[src/rtl/m92_pkg.sv]
// Shared M92 loader definitions: ROM region table, board configuration record,
// loader FSM states and the sprite byte-reorder helper.
package m92_pkg;

  typedef struct packed {
    logic [24:0] base_addr;
    logic [4:0]  bram_cs;
    logic        reorder_64;
  } region_t;

  typedef struct packed {
    logic       ext_cfg;
    logic [7:0] game_id;
  } board_cfg_t;

  typedef enum logic [2:0] {
    LS_IDLE,
    LS_IDX,
    LS_LEN,
    LS_DATA,
    LS_WAIT_ACK,
    LS_SKIP,
    LS_CFG
  } load_state_e;

  localparam logic [7:0] CFG_RECORD_IDX = 8'hFF;

  // Entries are listed from index 7 down to index 0.
  localparam region_t [7:0] LOAD_REGIONS = '{
    '{base_addr: 25'h0000000, bram_cs: 5'b01000, reorder_64: 1'b0},
    '{base_addr: 25'h0000000, bram_cs: 5'b00100, reorder_64: 1'b0},
    '{base_addr: 25'h0000000, bram_cs: 5'b00001, reorder_64: 1'b0},
    '{base_addr: 25'h0800000, bram_cs: 5'b00000, reorder_64: 1'b0},
    '{base_addr: 25'h0000000, bram_cs: 5'b00010, reorder_64: 1'b0},
    '{base_addr: 25'h0400000, bram_cs: 5'b00000, reorder_64: 1'b1},
    '{base_addr: 25'h0100000, bram_cs: 5'b00000, reorder_64: 1'b0},
    '{base_addr: 25'h0000000, bram_cs: 5'b00000, reorder_64: 1'b0}
  };

  // Sprite ROMs interleave 64-bit groups: bit 2 of the offset moves to bit 0.
  function automatic logic [24:0] reorder_64_addr(input logic [24:0] offset);
    return {offset[24:3], offset[1:0], offset[2]};
  endfunction

endpackage

[src/rtl/m92_rom_loader.sv]
// Parses the ioctl ROM download stream into region records, routing data bytes
// to SDRAM (one outstanding request) or to BRAM, and captures the board config.
module m92_rom_loader
  import m92_pkg::*;
#(
  parameter region_t [7:0] REGIONS = LOAD_REGIONS
) (
  input  logic        clk_sys,
  input  logic        reset_n,
  input  logic        ioctl_download,
  input  logic        ioctl_wr,
  input  logic [7:0]  ioctl_dout,
  output logic        ioctl_wait,
  output logic        sdr_req,
  input  logic        sdr_ack,
  output logic [24:0] sdr_addr,
  output logic [15:0] sdr_data,
  output logic [1:0]  sdr_be,
  output logic        bram_wr,
  output logic [4:0]  bram_cs,
  output logic [24:0] bram_addr,
  output logic [7:0]  bram_data,
  output board_cfg_t  board_cfg,
  output logic        load_done,
  output logic        load_error
);

  // Handshakes: a byte is taken on any cycle with ioctl_wr && !ioctl_wait;
  // sdr_req is held with stable address/data until a cycle with sdr_ack,
  // and sdr_req/ioctl_wait both drop on the following cycle.
  load_state_e state;
  logic        dl_q;
  logic [1:0]  len_cnt;
  logic        cfg_cnt;
  logic        skip;
  logic        abort;
  logic [2:0]  region_idx;
  logic [23:0] length;
  logic [24:0] offset;
  logic [7:0]  cfg_lo;

  region_t     cur;
  logic        accept;
  logic        dl_rise;
  logic        dl_fall;
  logic [24:0] mapped;
  logic [24:0] sdr_next;
  logic [23:0] len_next;

  always_comb begin
    cur      = REGIONS[region_idx];
    accept   = ioctl_wr && !ioctl_wait;
    dl_rise  = ioctl_download && !dl_q;
    dl_fall  = !ioctl_download && dl_q;
    mapped   = cur.reorder_64 ? reorder_64_addr(offset) : offset;
    sdr_next = cur.base_addr + mapped;
    len_next = {length[15:0], ioctl_dout};
  end

  always_ff @(posedge clk_sys or negedge reset_n) begin
    if (!reset_n) begin
      state      <= LS_IDLE;
      dl_q       <= 1'b0;
      len_cnt    <= 2'd0;
      cfg_cnt    <= 1'b0;
      skip       <= 1'b0;
      abort      <= 1'b0;
      region_idx <= 3'd0;
      length     <= 24'd0;
      offset     <= 25'd0;
      cfg_lo     <= 8'd0;
      ioctl_wait <= 1'b0;
      sdr_req    <= 1'b0;
      sdr_addr   <= 25'd0;
      sdr_data   <= 16'd0;
      sdr_be     <= 2'b00;
      bram_wr    <= 1'b0;
      bram_cs    <= 5'd0;
      bram_addr  <= 25'd0;
      bram_data  <= 8'd0;
      board_cfg  <= '0;
      load_done  <= 1'b0;
      load_error <= 1'b0;
    end else begin
      dl_q    <= ioctl_download;
      bram_wr <= 1'b0;
      case (state)
        LS_IDLE: begin
          if (dl_rise) begin
            state      <= LS_IDX;
            load_done  <= 1'b0;
            load_error <= 1'b0;
            offset     <= 25'd0;
            length     <= 24'd0;
            skip       <= 1'b0;
            abort      <= 1'b0;
          end
        end

        LS_WAIT_ACK: begin
          // A download that ends here still completes the handshake first.
          if (dl_fall) abort <= 1'b1;
          if (sdr_ack) begin
            sdr_req    <= 1'b0;
            ioctl_wait <= 1'b0;
            if (abort || dl_fall) begin
              state      <= LS_IDLE;
              load_error <= 1'b1;
              abort      <= 1'b0;
            end else if (length == 24'd0) begin
              state <= LS_IDX;
            end else begin
              state <= LS_DATA;
            end
          end
        end

        default: begin
          if (dl_fall) begin
            state <= LS_IDLE;
            if (state == LS_IDX) load_done <= !load_error;
            else                 load_error <= 1'b1;
          end else if (accept) begin
            case (state)
              LS_IDX: begin
                region_idx <= ioctl_dout[2:0];
                len_cnt    <= 2'd0;
                length     <= 24'd0;
                if (ioctl_dout < 8'd8) begin
                  skip  <= 1'b0;
                  state <= LS_LEN;
                end else if (ioctl_dout == CFG_RECORD_IDX) begin
                  cfg_cnt <= 1'b0;
                  state   <= LS_CFG;
                end else begin
                  skip       <= 1'b1;
                  load_error <= 1'b1;
                  state      <= LS_LEN;
                end
              end

              LS_LEN: begin
                length  <= len_next;
                len_cnt <= len_cnt + 2'd1;
                if (len_cnt == 2'd2) begin
                  if (len_next == 24'd0) begin
                    state <= LS_IDX;
                  end else if (skip) begin
                    state <= LS_SKIP;
                  end else begin
                    offset <= 25'd0;
                    state  <= LS_DATA;
                  end
                end
              end

              LS_DATA: begin
                offset <= offset + 25'd1;
                length <= length - 24'd1;
                if (cur.bram_cs != 5'd0) begin
                  bram_wr   <= 1'b1;
                  bram_cs   <= cur.bram_cs;
                  bram_addr <= mapped;
                  bram_data <= ioctl_dout;
                  if (length == 24'd1) state <= LS_IDX;
                end else begin
                  sdr_req    <= 1'b1;
                  ioctl_wait <= 1'b1;
                  sdr_addr   <= sdr_next;
                  sdr_data   <= {ioctl_dout, ioctl_dout};
                  sdr_be     <= {sdr_next[0], ~sdr_next[0]};
                  state      <= LS_WAIT_ACK;
                end
              end

              LS_SKIP: begin
                length <= length - 24'd1;
                if (length == 24'd1) begin
                  skip  <= 1'b0;
                  state <= LS_IDX;
                end
              end

              LS_CFG: begin
                if (!cfg_cnt) begin
                  cfg_lo  <= ioctl_dout;
                  cfg_cnt <= 1'b1;
                end else begin
                  board_cfg <= board_cfg_t'({ioctl_dout[0], cfg_lo});
                  state     <= LS_IDX;
                end
              end

              default: ;
            endcase
          end
        end
      endcase
    end
  end

endmodule

[config.mk]
export PLATFORM = sky130hd
export DESIGN_NAME = m92_rom_loader
export DESIGN_NICKNAME = d
export VERILOG_FILES = /design/src/rtl/m92_pkg.sv /design/src/rtl/m92_rom_loader.sv
export SDC_FILE = /design/constraint.sdc
export NUM_CORES = 1
export LEC_CHECK = 0
export CORE_MARGIN = 2
export CORE_UTILIZATION = 51
export CTS_BUF_LIST = sky130_fd_sc_hd__clkbuf_4
export CTS_CLUSTER_SIZE = 10
export DETAILED_ROUTE_END_ITERATION = 8
export PLACE_DENSITY = 0.77
export SLEW_MARGIN = 10
export SYNTH_ARGS = -nofsm -noshare
export SYNTH_HDL_FRONTEND = slang
export SYNTH_SLANG_ARGS = --single-unit
[constraint.sdc]
create_clock -name clk_sys -period 2.2 [get_ports clk_sys]
set_input_delay 0.55 -clock clk_sys [delete_from_list [all_inputs] [get_ports clk_sys]]
set_output_delay 0.55 -clock clk_sys [all_outputs]
set_load 0.05 [all_outputs]
---- Word level (Yosys, flattened, before mapping) ----
Memory sizes are Yosys's and may differ from the RTL's.
Cells that the tools add are included.
word-level totals
  logic and storage cells ................. 175
  register bits after elaboration ......... 163
  bits in latches ......................... 0
  ROM bits ................................ 248
  output and inout port bits .............. 95
  memories ................................ 1
  memory bits (writable) .................. 0
operators by class
  div/mod/pow operators ................... 0
  order comparisons ....................... 2
  muxes and demuxes ....................... 69
  add/subtract/negate cells ............... 4
  reductions and logical operators ........ 43
  equal/unequal tests ..................... 27
  multipliers ............................. 0
  shift operators ......................... 0
  bitwise operators ....................... 7
memory list
  name             depth  bits a word  read ports  clocked after Yosys merged registers in  write ports  RTL line              RTL
  (no name shown)  8      31           1           0                                        0            m92_rom_loader.sv:51  cur = REGIONS[region_idx];
operator list
  kind                                                  number
  two-way mux 25 bit                                    6
  one-hot mux 25 bit (2 select lines)                   2
  two-way mux 24 bit                                    3
  one-hot mux 24 bit (3 select lines)                   1
  zero test 24 bit                                      2
  one-hot mux 24 bit (2 select lines)                   1
  two-way mux 3 bit                                     13
  two-way mux 31 bit                                    1
  two-way mux 1 bit                                     30
  adder 25 x 1 -> 25 bit, second input constant         1
  adder 25 bit                                          1
  AND reduction 5 bit                                   5
  equality test 24 x 1 -> 1 bit, second input constant  1
  subtractor 24 x 1 -> 24 bit, second input constant    1
  AND reduction 6 bit                                   3
  AND reduction 8 bit                                   2
  nonzero test 2 bit                                    8
  one-hot mux 3 bit (5 select lines)                    1
  one-hot mux 1 bit (2 select lines)                    7
  != test 3 bit, second input constant                  4
  != test 4 x 2 -> 1 bit, second input constant         3
  AND reduction 4 bit                                   3
  nonzero test 4 bit                                    3
  equality test 3 bit, second input constant            3
  26 further kinds                                      47

---- Longest topological paths before layout ----
  word-level depth ........................ 8
  mapped depth ............................ 9
  gate-level depth less buffers ........... 8

---- Worst setup path before layout ----
Ideal clock, no wire load.
  path kind ............................... reg2reg
  from .................................... reg offset[0]
  to ...................................... reg offset[24]
  buffers on the path ..................... 1
  arrival time ............................ 2244 ps
  cell stages (with the launch flop) ...... 8
  setup time .............................. 124 ps
  setup slack ............................. -168 ps
  period minus slack after synthesis ...... 2368 ps
  required time ........................... 2076 ps
  path through ............................ dfrtp_1 ha_1 nand3_2 or4_4 buf_6 or4_4 and3_1 a211o_1
on the way
  longest elaborated chain between the ends .. 5
RTL lines
  element                              RTL line               RTL
  from (decl)                          m92_rom_loader.sv:39   logic [24:0] offset;
  from (signal assigned)               m92_rom_loader.sv:158  offset <= offset + 25'd1;
  adder 25 x 1 -> 25 bit               m92_rom_loader.sv:158
  one-hot mux 25 bit (2 select lines)  m92_rom_loader.sv:124  case (state)
  two-way mux 25 bit                   m92_rom_loader.sv:123  end else if (accept) begin
  two-way mux 25 bit                   m92_rom_loader.sv:119  if (dl_fall) begin
  one-hot mux 25 bit (2 select lines)  m92_rom_loader.sv:87   case (state)
Every way passes these cells. The select of a mux whose other input is x is not followed.
A chain may end at the register's enable or synchronous reset.

---- Worst setup path after layout ----
  from .................................... reg offset[0]
  to ...................................... reg offset[16]
Same word-level chain as after synthesis.

==> impl_metrics.yaml <==
min_path:
  hold_path.class: "in -> reg"
  hold_path.startpoint: "ioctl_download"
floorplanning:
  row_count: 44
  start_util_pct: 52.28
  ioPinCount: 108
  die_w_microns: 126.1
  core-area_sq_um: 14530
  die-area_sq_um: 15890
  die_h_microns: 126.1
yosys:
  synth-main-ff-cell: "dfrtp_1"
  ys_seq_area_share_pct: 50.39
  synth_cell_types: 68
  synth_area_sq_um: 7599
  ys_async_sr_fraction_pct: 100.0
  synthTopCellsByArea: "dfrtp_1 50%, mux2_2 11%, o21ai_0 4.1%"
  synth_edf_count: 0
  avgSynthCellArea_sq_um: 10.41
  synth.most_common_cell: "dfrtp_1"
  yosysTopAreaCell: "dfrtp_1"
  synthCells: 730
  synthTopCellsByCount: "153 x dfrtp_1, 74 x mux2_2, 62 x o21ai_0"
  synth_top_area_share_pct: 50.39
  ys_ff_latch: 153
  yosys_warnings: 0
  syn_nets: 752
placement:
  io_buffer_count: 106
  post-dp-hpwl_microns: 15610
  place_congestion: 0.9155
  placed_cells: 1074
global_route:
  grt_use_total_pct: 27.87
  grt_max_degree: 50
  grt-ovfl-total: 0
  grt_pass1_vias: 6787
  grt_pass1_wl_microns: 35700
  antenna_found_initial: 0
critical_path:
  crit_fanout: 9
  path_buf_inv: 1
  worstReg2RegStart: "offset[0]"
  start_kind: "flip-flop"
  worst-r2r-setup-slack_ps: 30
  cp-end-kind: "flip-flop"
  critPathSlowestCell: "or4_4"
  critPathMaxStageDelay_ps: 440
  cpLargestDelayFamily: "simple AND/OR/NAND/NOR gates"
  critPathArrivalTime_ps: 2620
  path_cells: "ha_2 > nand3_2 > or4_4 > buf_4 > nor4b_2 > nor2_1 > a221o_1"
  worstPathRequired_ps: 2650
  worstSetupStartpoint: "offset[0]"
  criticalPathCategory: "reg -> reg"
outcome:
  status: "completed"
drt:
  vias: 6758
  firstDrtPassIters: 6
  viasPerCell: 6.083
  drc: 0
  drt_wl_total_microns: 21800
  drtIter0Drc: 609
  wire_per_inst_microns: 19.62
  ant_nets: 0
layout:
  fin_util_pct: 68.09
  syn2layout_area_growth_pct: 30.23
  diodes: 0
  drive_above_1_share_pct: 27.40
  fillers: 1150
  final_cells: 1111
  regArea_sq_um: 3829
  finish.net_count: 937
  multiInputGateArea_sq_um: 3530
sta:
  hold_viol: 0
  worstMarginPinSlew_ps: 602.8
  fin_crit_ps: 2173
  setup-violations-final: 0
  period_share_pct: 98.76
  max_freq_mhz: 460.3
  slew_headroom_pct: 59.81
  whs_ps: 362.7
  clock_skew_ps: 17.23
  slew_viol_final: 0
  rsz0062_at_grt: "false"
run:
  maxCapViolations: 0
cts:
  clock_sinks: 153
  clk_latency_ps: 550
  clk_pin_slew_ps: 130
  cts_buffer_depth: 2
  numCtsBuffers: 17
  cts_tree: "yes"
  htreeDepth: 4
  cts-root-buf: "clkbuf_4"
pwr:
  p_leak_uw: 0.004842
  ir_drop_mv: 1.138
  power.density_nw_per_um2: 1386
stage by stage:
step | cell area, sq um | TNS [ps] | setup WS [ps] | power, uW
after global routing | 9896 | 0 | 3.118 | 14510
final | 9896 | 0 | 27.32 | 13710
after floorplan | 7611 | -104.3 | -104.3 | 8901
after CTS | 9779 | 0 | 4.123 | 13520
after detailed placement | 9560 | -47380 | -662.5 | 11870
after global placement | 9560 | -43290 | -628.6 | 11680
placed cells by master, fill, tap and decap left out, drive strengths merged, types with 12 or more instances in the layout:
| cell type | count |
|---|---|
| a21oi | 31 |
| clkbuf | 17 |
| nor3 | 26 |
| nor2 | 49 |
| nand2 | 49 |
| a31oi | 24 |
| dfrtp | 153 |
| mux2 | 74 |
| inv | 28 |
| o21ai | 63 |
| a32oi | 12 |
| nand3 | 13 |
| dlygate4sd2 | 91 |
| buf | 118 |
flip-flops by register name (all words and copies together), names as in the netlist, 4 cells and up:
register   cells
bram_data      8
bram_addr     25
bram_cs        4
offset        25
cfg_lo         8
sdr_data       8
length        24
board_cfg      9
sdr_addr      25
cell type report:
cell class              count  share of cell area (%)
flip-flops and latches    153                   38.69
multi-input cells         499                   35.67
repair buffers            221                   19.28
well taps                 184                   2.326
clock inverters            14                   1.871
clock buffers              17                   1.290
inverters                  23                  0.8724
where the power goes:
group	leakage [uW]	internal [uW]	switching, uW
Combinational	0.00267	2750	4720
Sequential	0.00200	3620	708
Clock	0.000171	817	1090
Total	0.00484	7190	6520
logic make-up (layout without fill, tap and decap cells):
group | Yosys count | count (layout) | share of synthesized area, %
simple gates | 212 | 212 | 14.72
compound gates | 193 | 193 | 16.57
flops | 153 | 153 | 50.39
mux | 79 | 79 | 11.63
buf+inv | 78 | 275 | 4.578
fa+ha+maj | 10 | 10 | 1.614
xor+xnor | 4 | 4 | 0.4611
other cells | 1 | 1 | 0.04935
worst reg2reg max path, delay by kind of cell (launching register included):
| kind | cells | cell delay, ps |
|---|---|---|
| simple gates | 4 | 1020 |
| fa+ha+maj | 1 | 200 |
| compound gates | 1 | 260 |
| buf+inv | 1 | 210 |
| flops | 1 | 380 |
repair_timing:
item | 4_1_cts | 5_1_grt
pin swaps | 0 | 3
setup endpoints to repair | 100 | 38
resized for setup | 93 | 16
setup buffers | 0 | 4
hold buffers | 1 | 0
hold endpoints to repair | 33 | 0
cloned | 0 | 1
path summary, 6_finish.rpt:
| path | end | depth (start not counted) |
|---|---|---|
| max in group asynchronous | bram_addr[6] | 3 |
| max reg2reg | offset[16] | 7 |
| min reg2reg | bram_addr[0] | 2 |
| min | dl_q | 1 |
| max | offset[16] | 7 |
| min in group asynchronous | bram_addr[12] | 2 |
layer usage:
layer / GRT usage (%) / part of all wire [%] / routed length (microns) / vias to the layer above
met5: 0 / 0 / 0 / -
met4: 9.438 / 2.1 / 449 / 0
met3: 6.117 / 6.4 / 1401 / 41
met2: 42.79 / 47 / 10180 / 272
met1: 39.51 / 45 / 9761 / 3363
li1: - / - / - / 3082
(Power assumes the default switching activity.)
